[config.mk]
export PLATFORM = sky130hd
export DESIGN_NAME = spart_tx_arbiter
export DESIGN_NICKNAME = d
export VERILOG_FILES = /design/src/rtl/spart_tx_arbiter.sv
export SDC_FILE = /design/constraint.sdc
export NUM_CORES = 1
export LEC_CHECK = 0
export BUFFER_PORTS_ARGS = -buffer_cell sky130_fd_sc_hd__buf_2
export CAP_MARGIN = 20
export CELL_PAD_IN_SITES_DETAIL_PLACEMENT = 0
export CELL_PAD_IN_SITES_GLOBAL_PLACEMENT = 1
export CORE_UTILIZATION = 37
export DETAILED_ROUTE_END_ITERATION = 16
export HOLD_SLACK_MARGIN = 0.06
export PLACE_DENSITY = 0.95
export REMOVE_ABC_BUFFERS = 1
export SYNTH_ARGS = -nofsm -noshare
export SYNTH_HDL_FRONTEND = slang
export SYNTH_SLANG_ARGS = --single-unit
[constraint.sdc]
create_clock -name clk -period 5.1 [get_ports clk]
set_input_delay 0.255 -clock clk [delete_from_list [all_inputs] [get_ports clk]]
set_output_delay 0.255 -clock clk [all_outputs]
set_load 0.03 [all_outputs]
[src/rtl/spart_tx_arbiter.sv]
// Round-robin arbiter that shares the single spart_top transmit side among game requesters,
// holding off each new frame for FRAME_CYCLES clocks because spart_top exposes no busy flag.
module spart_tx_arbiter #(
   parameter int NUM_REQ      = 4,
   parameter int DATA_W       = 24,
   parameter int FRAME_CYCLES = 1000
) (
   input  logic                      clk,
   input  logic                      rst,
   input  logic [NUM_REQ-1:0]        req,
   input  logic [NUM_REQ*DATA_W-1:0] req_data,
   output logic [NUM_REQ-1:0]        grant,
   output logic [NUM_REQ-1:0]        done,
   output logic                      send_tx,
   output logic [DATA_W-1:0]         tx_data,
   output logic                      busy
);

   localparam int IDX_W = (NUM_REQ > 1) ? $clog2(NUM_REQ) : 1;
   localparam int CNT_W = (FRAME_CYCLES > 1) ? $clog2(FRAME_CYCLES) : 1;
   localparam logic [IDX_W-1:0] LAST_RST = IDX_W'(NUM_REQ - 1);
   localparam logic [CNT_W-1:0] CNT_LOAD = CNT_W'(FRAME_CYCLES - 1);

   typedef enum logic [1:0] {IDLE, SEND, WAIT} state_t;

   state_t           state;
   logic [IDX_W-1:0] gnt_idx;
   logic [IDX_W-1:0] last_ptr;
   logic [CNT_W-1:0] cnt;

   logic [IDX_W-1:0] win_idx;
   logic [IDX_W-1:0] probe_idx;
   logic             win_found;

   // Search starts just after the last winner and wraps to end on it, so no requester starves.
   always_comb begin
      win_idx   = '0;
      probe_idx = '0;
      win_found = 1'b0;
      for (int i = 1; i <= NUM_REQ; i++) begin
         probe_idx = IDX_W'((int'(last_ptr) + i) % NUM_REQ);
         if (!win_found && req[probe_idx]) begin
            win_found = 1'b1;
            win_idx   = probe_idx;
         end
      end
   end

   // done is raised one edge early so that it lines up with the cycle in which the count reads zero.
   always_ff @(posedge clk or posedge rst) begin
      if (rst) begin
         state    <= IDLE;
         tx_data  <= '0;
         gnt_idx  <= '0;
         last_ptr <= LAST_RST;
         cnt      <= '0;
         grant    <= '0;
         done     <= '0;
         send_tx  <= 1'b0;
         busy     <= 1'b0;
      end else begin
         grant   <= '0;
         done    <= '0;
         send_tx <= 1'b0;
         case (state)
            IDLE: begin
               if (win_found) begin
                  state    <= SEND;
                  tx_data  <= req_data[int'(win_idx)*DATA_W +: DATA_W];
                  gnt_idx  <= win_idx;
                  last_ptr <= win_idx;
                  grant    <= NUM_REQ'(1) << win_idx;
                  send_tx  <= 1'b1;
                  busy     <= 1'b1;
               end
            end
            SEND: begin
               state <= WAIT;
               cnt   <= CNT_LOAD;
               if (FRAME_CYCLES == 1) done <= NUM_REQ'(1) << gnt_idx;
            end
            WAIT: begin
               if (cnt == '0) begin
                  state <= IDLE;
                  busy  <= 1'b0;
               end else begin
                  cnt <= cnt - 1'b1;
                  if (cnt == CNT_W'(1)) done <= NUM_REQ'(1) << gnt_idx;
               end
            end
            default: begin
               state <= IDLE;
               busy  <= 1'b0;
            end
         endcase
      end
   end

endmodule

==> results.md <==
- Cell Area, Synth: between 0.003 and 0.004 mm²
- CTS tree: built
- P&R area growth vs syn: 25.9%
- Worst r2r path cells: 7
- Final Skew: between 0.008 and 0.009 ns
- Worst slack at placement: 2.32 ns
- DRC: 0
- Clock power frac: 0.115
- Buf+Inv Stages, Crit Path: 2
- Met2 Resource Use GR: 0.332
- Asr flop ratio synth: 1.00
- Nature of the critical path endpoint: flip-flop
- Int Pwr: approximately 1.1 mW
- CORE AREA: between 0.008 and 0.009 mm²
- Seq/Total Area, Yosys: 0.397
- Commonest non-fill, non-tap cell in the layout: buf_2
- Register bit total from synthesis: 50
- Drt via density: 5.44
- Logic pwr share: 0.562
- Reg2reg setup slack: around 2.7 ns
- Initial DRC count: ~190
- Slew @ Worst Pin: about 0.9 ns
- Post_cts resized: 0
- Hold_ws: about 0.23 ns
- Worst setup path start: last_ptr[0]
- Number of diodes: 0
- CP required: 5.30 ns
- HPWL after DPL: between 6000 and 7000 µm
- Top Ports: approximately 140
- Critical path's slowest cell: dfstp_2
- Hold bufs inserted after CTS: 0
- CTS root buf: clkbuf_8
- Clock Latency Late Sink: just over 0.3 ns
- Largest net degree at the start of global routing: 51
- Post-route core utilization: 0.483
- Tcrit/Tclk final: 0.473
- Peak supply drop: 0.241 mV
- Port Buffers: about 140
- Number of library cell types mapped by synthesis: roughly 50
- Lkg Pwr: slightly below 2 nW
- Share of cells above drive strength 1: 0.354
- Reg-to-reg startpoint: last_ptr[0]
- Final Max Slew Viols: 0
- Main flop type after synthesis: dfrtp_1
- DP Area: about 0.0038 mm²
- Worst hold path class: in2reg
- Power density cells: about 560 mW/mm²
- Die ar.: between 0.008 and 0.009 mm²
- Die Width: about 94 µm
- CTS buffer count: 5
- Setup WS post-layout: between 2 and 3 ns
- Antenna-violating nets left: 0
- Total gr overflow: 0
- Via count: approximately 3100
- End of the worst register-to-register path: tx_data[11]
- Max incr delay on CP: ~0.60 ns
- Routed WL per cell: around 15 µm
- Post-synth EDFFs: 0
- Most Crowded Layer GR: met2
- Worst path cell trace: nand2b_2, o21ai_0, a211oi_4, buf_8, buf_4, mux2i_1, o22ai_1
- FP Rows: 33
- Initial antenna violation count: 0
- RSZ-0062 raised after global routing: false
- Setup crit start kind: flip-flop
- Relative slew slack: 0.403
- Clock Tree Buf Depth: 2
- Synth warn: 0
- Max cap viols: 0
- WL final: between 8000 and 9000 µm
- Worst-path fanout max: 13
- Final setup vio count: 0
- Vias in the first global route: 2884
- Seq pwr share: 0.324
- First-pass GRT wire length: between 10000 and 15000 µm
- Critical path type: reg2reg
- Die Height: around 94 µm
- Avg Cell Area, Syn: just over 9 µm²
- Delay-heaviest family, CP: compound AO/OA/AOI/OAI gates
- Routability cong.: 0.784
- P_sw: roughly 1.1 mW
- CP Capture Point: tx_data[11]
- Final hold violation count: 0
- Final Cell Area: 0.00397 mm²
- Worst EP arrival: between 2 and 3 ns
- Setup tns final: 0 ns
- First-pass DRT Iterations: 4
- H-tree levels: 2
- Crit. path cell count: 7
- Cells after Synth: 344
- Tmin final: about 2.4 ns
- Switching Share: 0.486
- Met3 Use GR: 0.0362
- Maximum clock frequency: 415 MHz
- Worst-path clk slew: 0.10 ns
- Total track usage: 0.194
- Final #Nets: between 500 and 600
- Outcome: finished clean
- Clock sink total: 50
- Most frequent cells in the layout: buf_2 (135), dfrtp_1 (48), nor2_1 (30)
- Initial Util: 0.384
- Setup Buffers After CTS: 0
- Met1 Track Usage GR: 0.249
[through the flow]
| step | std cells | power [mW] |
|---|---|---|
| after floorplan | 316 | 1.57 |
| after global placement | 558 | 1.91 |
| after detailed placement | 558 | 1.94 |
| after CTS | 566 | 2.20 |
| after global routing | 571 | 2.38 |
| final | 571 | 2.21 |
[worst min path at each step]
stage | start | depth (start not counted) | endpoint | slack (ns)
finish | req_data[43] | 3 | tx_data[19] | 0.23
global route | req_data[46] | 3 | tx_data[22] | 0.23
CTS | req_data[43] | 3 | tx_data[19] | 0.22
detailed placement | gnt_idx[0] | 1 | done[0] | 0.50
global placement | gnt_idx[0] | 1 | done[2] | 0.49
floorplan | req[0] | 2 | grant[0] | 0.41
[tightest hold or removal path: cells and delay by family]
kind	cells	cell delay, ns
buffers and inverters	1	0.07
AOI/OAI and AO/OA	1	0.11
muxes	1	0.05
[routing by layer]
layer  share of wire  vias up  wire [µm]
met5               0        -          0
met4          0.0094        0         81
met3           0.050        8        430
met2            0.49       99       4250
met1            0.45     1471       3830
li1                -     1526          -
[state kept, by name (all words and copies together), names as in the netlist]
name      count
busy          1
done          4
last_ptr      2
send_tx       1
gnt_idx       2
cnt          10
state         2
grant         4
tx_data      24
[power groups by stage]
stage / clock network [mW] / logic [mW] / registers (mW)
final: 0.253 / 1.24 / 0.716
after CTS: 0.264 / 1.22 / 0.714
after floorplan: 0 / 0.671 / 0.899
after detailed placement: 0 / 1.22 / 0.720
after global placement: 0 / 1.20 / 0.708
after global routing: 0.278 / 1.36 / 0.741
[kinds of logic after synthesis]
kind of cell               after synthesis  share of synthesized area
adders and majority gates                2                    0.00793
AOI/OAI and AO/OA                      106                      0.234
and+or+nand+nor                        120                      0.210
DFF                                     50                      0.397
muxes                                   25                     0.0797
buffers and inverters                   41                     0.0710
[synthesized netlist by cell type (all sizes together) (4+ instances only)]
cell	n	area, µm²
and3	22	138
a221oi	14	123
nand2	18	67.6
inv	13	48.8
nand2b	17	109
nor2	30	113
nor3	4	20.0
o22ai	16	106
dfrtp	48	1200
a21oi	9	45.0
o41ai	12	128
mux2i	24	240
buf	15	126
clkbuf	13	48.8
nor3b	12	90.1
o21ai	39	199
[layout make-up]
cell class / instances / area [µm²]
multi-input cells: 253 / 1680
repair buffers: 142 / 754
well taps: 105 / 131
fillers: 788 / 4240
clock inverters: 2 / 17.5
inverters: 13 / 48.8
flip-flops and latches: 50 / 1250
clock buffers: 6 / 82.6
No activity file was read; power rests on OpenSTA's default activity.
